`config.mk`:
```
export PLATFORM = sky130hd
export DESIGN_NAME = pattern_loader
export DESIGN_NICKNAME = d
export VERILOG_FILES = /design/src/rtl/pattern_loader_pkg.sv /design/src/rtl/sclk_divider.sv /design/src/rtl/pattern_loader.sv
export SDC_FILE = /design/constraint.sdc
export NUM_CORES = 1
export LEC_CHECK = 0
export CAP_MARGIN = 15
export CORE_MARGIN = 2
export CORE_UTILIZATION = 30
export DETAILED_ROUTE_END_ITERATION = 16
export HOLD_SLACK_MARGIN = 0.03
export PLACE_DENSITY = 0.55
export SLEW_MARGIN = 20
export SYNTH_ARGS = -nofsm -noshare
export SYNTH_HDL_FRONTEND = slang
export SYNTH_SLANG_ARGS = --single-unit
```
`constraint.sdc`:
```
create_clock -name clk -period 2 [get_ports clk]
set_clock_uncertainty 0.2 [all_clocks]
set_input_delay 0.4 -clock clk [delete_from_list [all_inputs] [get_ports clk]]
set_output_delay 0.4 -clock clk [all_outputs]
set_load 0.005 [all_outputs]
```
`src/rtl/pattern_loader_pkg.sv`:
```
// Shared types and defaults for the pattern-buffer scan-chain loader.
package pattern_loader_pkg;

  localparam int DEFAULT_BUFFER_SIZE  = 22;
  localparam int DEFAULT_BUFFER_WIDTH = 8;
  localparam int DEFAULT_CLK_DIV      = 2;
  localparam int ADDR_WIDTH           = 3;

  typedef enum logic [2:0] {
    IDLE,
    FETCH,
    LOW,
    HIGH,
    FINISH
  } state_t;

  // Counter width for values 0..n-1, never narrower than one bit.
  function automatic int min1_clog2(input int n);
    return (n > 1) ? $clog2(n) : 1;
  endfunction

endpackage

```
`src/rtl/sclk_divider.sv`:
```
// Phase counter for one sclk half-period; tick marks the last clk cycle of the phase.
module sclk_divider
  import pattern_loader_pkg::*;
#(
  parameter int clk_div = DEFAULT_CLK_DIV
) (
  input  logic clk,
  input  logic rst_n,
  input  logic run,
  output logic tick
);

  localparam int CW = min1_clog2(clk_div);

  logic [CW-1:0] phase_reg;

  assign tick = run && (phase_reg == CW'(clk_div - 1));

  // The count restarts at every phase boundary so LOW and HIGH each get exactly clk_div cycles.
  always_ff @(posedge clk) begin
    if (!rst_n) begin
      phase_reg <= '0;
    end else if (!run || tick) begin
      phase_reg <= '0;
    end else begin
      phase_reg <= phase_reg + 1'b1;
    end
  end

endmodule

```
`src/rtl/pattern_loader.sv`:
```
// Scan-chain master: shifts host bytes MSB-first into a pattern buffer and
// reassembles the displaced contents from sout into readback bytes.
module pattern_loader
  import pattern_loader_pkg::*;
#(
  parameter int buffer_size  = DEFAULT_BUFFER_SIZE,
  parameter int buffer_width = DEFAULT_BUFFER_WIDTH,
  parameter int clk_div      = DEFAULT_CLK_DIV
) (
  input  logic                    clk,
  input  logic                    rst_n,
  input  logic                    start,
  input  logic [ADDR_WIDTH-1:0]   addr,
  input  logic [buffer_width-1:0] wr_data,
  input  logic                    wr_valid,
  output logic                    wr_ready,
  output logic [buffer_width-1:0] rd_data,
  output logic                    rd_valid,
  output logic                    busy,
  output logic                    done,
  output logic                    sclk,
  output logic                    sin,
  output logic                    ssel,
  output logic [ADDR_WIDTH-1:0]   saddr,
  input  logic                    sout
);

  localparam int BYTE_CW = min1_clog2(buffer_size);
  localparam int BIT_CW  = min1_clog2(buffer_width);

  state_t                  state_reg, state_next;
  logic [BYTE_CW-1:0]      byte_cnt_reg;
  logic [BIT_CW-1:0]       bit_cnt_reg;
  logic [buffer_width-1:0] shift_reg;
  logic [buffer_width-1:0] capture_reg;
  logic                    div_run;
  logic                    tick;
  logic                    last_bit;
  logic                    last_byte;

  assign div_run   = (state_reg == LOW) || (state_reg == HIGH);
  assign last_bit  = (bit_cnt_reg == '0);
  assign last_byte = (byte_cnt_reg == BYTE_CW'(buffer_size - 1));
  // sin comes straight off the shift register, so it only moves at a HIGH->LOW boundary.
  assign sin       = shift_reg[buffer_width-1];

  sclk_divider #(
    .clk_div(clk_div)
  ) u_sclk_divider (
    .clk  (clk),
    .rst_n(rst_n),
    .run  (div_run),
    .tick (tick)
  );

  always_comb begin
    state_next = state_reg;
    case (state_reg)
      IDLE:    if (start) state_next = FETCH;
      FETCH:   if (wr_valid) state_next = LOW;
      LOW:     if (tick) state_next = HIGH;
      HIGH: begin
        if (tick) begin
          if (!last_bit)      state_next = LOW;
          else if (last_byte) state_next = FINISH;
          else                state_next = FETCH;
        end
      end
      FINISH:  state_next = IDLE;
      default: state_next = IDLE;
    endcase
  end

  always_ff @(posedge clk) begin
    if (!rst_n) begin
      state_reg    <= IDLE;
      byte_cnt_reg <= '0;
      bit_cnt_reg  <= '0;
      shift_reg    <= '0;
      capture_reg  <= '0;
      saddr        <= '0;
      rd_data      <= '0;
      rd_valid     <= 1'b0;
      done         <= 1'b0;
      busy         <= 1'b0;
      ssel         <= 1'b0;
      sclk         <= 1'b0;
      wr_ready     <= 1'b0;
    end else begin
      state_reg <= state_next;
      // Port strobes are decoded from the next state so they line up with the state register.
      busy      <= (state_next != IDLE);
      ssel      <= (state_next inside {FETCH, LOW, HIGH});
      sclk      <= (state_next == HIGH);
      wr_ready  <= (state_next == FETCH);
      done      <= (state_next == FINISH);
      rd_valid  <= 1'b0;
      case (state_reg)
        IDLE: begin
          if (start) begin
            saddr        <= addr;
            byte_cnt_reg <= '0;
          end
        end
        FETCH: begin
          if (wr_valid) begin
            shift_reg   <= wr_data;
            bit_cnt_reg <= BIT_CW'(buffer_width - 1);
          end
        end
        LOW: begin
          if (tick) capture_reg <= {capture_reg[buffer_width-2:0], sout};
        end
        HIGH: begin
          if (tick) begin
            shift_reg <= shift_reg << 1;
            if (!last_bit) begin
              bit_cnt_reg <= bit_cnt_reg - 1'b1;
            end else begin
              rd_valid <= 1'b1;
              rd_data  <= capture_reg;
              if (!last_byte) byte_cnt_reg <= byte_cnt_reg + 1'b1;
            end
          end
        end
        default: ;
      endcase
    end
  end

endmodule

```
==> impl_metrics.env <==
export IMPL_min_period_ns=1.80
export IMPL_hold_violations=0
export IMPL_routed_wl_mm=3.94
export IMPL_syn_inst=194
export IMPL_grt_pass1_wl_mm=6.69
export IMPL_h_tree_depth=2
export IMPL_drt_initial_drc_count=88
export IMPL_nNetsFinal=261
export IMPL_drc=0
export IMPL_tritoncts="yes"
export IMPL_max_freq_mhz=555
export IMPL_worst_pin_slew_ns=0.445
export IMPL_clock_sinks=45
export IMPL_num_rows=28
export IMPL_first_global_vias=1498
export IMPL_vias=1510
export IMPL_yosysWarnings=0
export IMPL_core_mm2=0.00603
export IMPL_status="completed"
export IMPL_initial_core_util=0.314
export IMPL_period_share=0.902
export IMPL_path_class="reg2reg"
export IMPL_crit_buf_inv=0
export IMPL_synth_edf_count=0
export IMPL_crit_path_end_kind="flop"
export IMPL_syn_to_final_growth_pct=31.7
export IMPL_p_leak_uw=0.000897
export IMPL_grtUsageMet1=0.145
export IMPL_worst_slack_ns=0.197
export IMPL_dr_pass1_iters=4
export IMPL_fin_setup_tns_ns=0
export IMPL_power_uw=1770
export IMPL_ant_nets=0
export IMPL_crit_path_start_kind="flop"
export IMPL_cts_root_buf="clkbuf_8"
export IMPL_synthArstFlopShare=0
export IMPL_cp_top_family="simple AND/OR/NAND/NOR gates"
export IMPL_busiest_layer="met2"
export IMPL_grt_usage=0.117
export IMPL_clock_latency_ns=0.31
export IMPL_path_cells="and3b_2 -> a21oi_2 -> or3_1 -> a21oi_1"
export IMPL_fp_dieW_um=83.4
export IMPL_cp_arrival_ns=1.85
export IMPL_ys_seq_area_frac=0.476
export IMPL_max_stage_delay_ns=0.49
export IMPL_use_met2=0.189
export IMPL_grtUsageMet3=0.0398
export IMPL_numPortBuffers=33
export IMPL_dp_slack_ns=-0.0912
export IMPL_fillers=629
export IMPL_syn_nets=214
export IMPL_diodes=0
export IMPL_viasPerCell=4.76
export IMPL_synth_area_mm2=0.00189
export IMPL_slew_limit_headroom=0.700
export IMPL_slowest_stage="dfxtp_1"
export IMPL_synth_seq_cells=45
export IMPL_syn_area_per_cell_um2=9.76
export IMPL_cts_buffers=5
export IMPL_setup_viol=0
export IMPL_cap_violations=0
export IMPL_clk_pin_slew_ns=0.10
export IMPL_drive_above_1_share=0.145
export IMPL_synth_distinct_cells=42
export IMPL_antenna_found_initial=0
export IMPL_rsz0062_at_grt="false"
export IMPL_cts_resized=0
export IMPL_vdd_ir_drop_max_v=0.000448
export IMPL_postCtsHoldBufs=0
export IMPL_clockBufferDepth=2
export IMPL_min_path_type="reg2reg"
export IMPL_ios=34
export IMPL_die_h_um=83.4
export IMPL_wl_per_cell_um=12.4
export IMPL_postCtsSetupBuffers=0
export IMPL_gp_congestion=0.732
export IMPL_maxSlewViolCount=0
export IMPL_critical_path_max_fanout=12
export IMPL_hpwl_mm=2.75
export IMPL_grt_max_degree=21
export IMPL_grt_overflow=0
export IMPL_dieArea_mm2=0.00696
export IMPL_cp_required_ns=2.04
export IMPL_synthFlopType="dfxtp_1"
export IMPL_p_per_area_mw_per_mm2=708
## logic make-up after synthesis
kind of cell             after synthesis  synth area share
AND/OR/NAND/NOR                       76             0.210
flip-flops                            45             0.476
AO/OA/AOI/OAI                         29             0.116
multiplexers                          23             0.123
buffers and inverters                 17            0.0489
adder cells (fa/ha/maj)                4            0.0264
## worst min-delay path, delay by kind of cell, from the launching register on
kind,cells,cell delay [ns]
flip-flops,1,0.32
AND/OR/NAND/NOR,1,0.05
AO/OA/AOI/OAI,1,0.07
## routing by layer
metal | vias to the layer above | routed length, um
met5 | - | 0
met4 | 0 | 39
met3 | 5 | 217
met2 | 31 | 1800
met1 | 701 | 1880
li1 | 773 | -
## Yosys cell counts (4+ instances only)
library cell / count / share of area
inv_1: 5 / 0.0099
a21oi_1: 4 / 0.011
clkbuf_1: 4 / 0.0079
buf_2: 5 / 0.013
mux2i_1: 21 / 0.11
dfxtp_1: 45 / 0.48
a311oi_1: 7 / 0.032
o21ai_0: 5 / 0.013
ha_1: 4 / 0.026
nor2_1: 31 / 0.061
nand2_1: 16 / 0.032
nor3_1: 4 / 0.011
## worst paths after layout
| kind | to | cells after the start | slack (ns) | start |
|---|---|---|---|---|
| max | byte_cnt_reg[3]$_SDFFE_PN0P_ | 4 | 0.20 | state_reg[0]$_SDFF_PN0_ |
| min | shift_reg[2]$_SDFFE_PN0P_ | 2 | 0.28 | shift_reg[1]$_SDFFE_PN0P_ |
| max reg2reg | byte_cnt_reg[3]$_SDFFE_PN0P_ | 4 | 0.20 | state_reg[0]$_SDFF_PN0_ |
| min reg2reg | shift_reg[2]$_SDFFE_PN0P_ | 2 | 0.28 | shift_reg[1]$_SDFFE_PN0P_ |
## layout by cell type (no fill, tap or decap), types with 4 or more instances in the layout
cell | netlist | final
clkdlybuf4s50_1 | 0 | 33
mux2i_1 | 21 | 21
a21oi_1 | 4 | 4
a311oi_1 | 7 | 7
nor2_1 | 31 | 31
inv_1 | 5 | 5
buf_4 | 0 | 18
clkbuf_8 | 0 | 5
dfxtp_1 | 45 | 45
nor3_1 | 4 | 4
o21ai_0 | 5 | 5
nand2_1 | 16 | 16
ha_1 | 4 | 4
## layout make-up
type | count | area, um^2 | share of cell area
clock buffers | 5 | 68.8 | 0.0276
clock inverters | 3 | 25.0 | 0.0100
multi-input cells | 132 | 900 | 0.361
well taps | 75 | 93.8 | 0.0377
repair buffers | 52 | 485 | 0.195
flip-flops and latches | 45 | 901 | 0.361
inverters | 5 | 18.8 | 0.00753
## stage by stage
step | instances | cell area, um^2 | util | hold WS [ns]
after floorplan | 194 | 1890 | - | 0.243
after global placement | 309 | 2400 | 0.398 | 0.260
after detailed placement | 309 | 2400 | 0.398 | 0.273
after CTS | 317 | 2490 | 0.414 | 0.286
after global routing | 317 | 2490 | 0.414 | 0.317
final | 317 | 2490 | 0.414 | 0.284
## where the power goes
part,internal [uW],switching (uW),total (uW)
combinational,122,92.1,214
sequential,928,20.9,948
clock,255,348,603
Note: power is estimated with default switching activity, not from simulation.
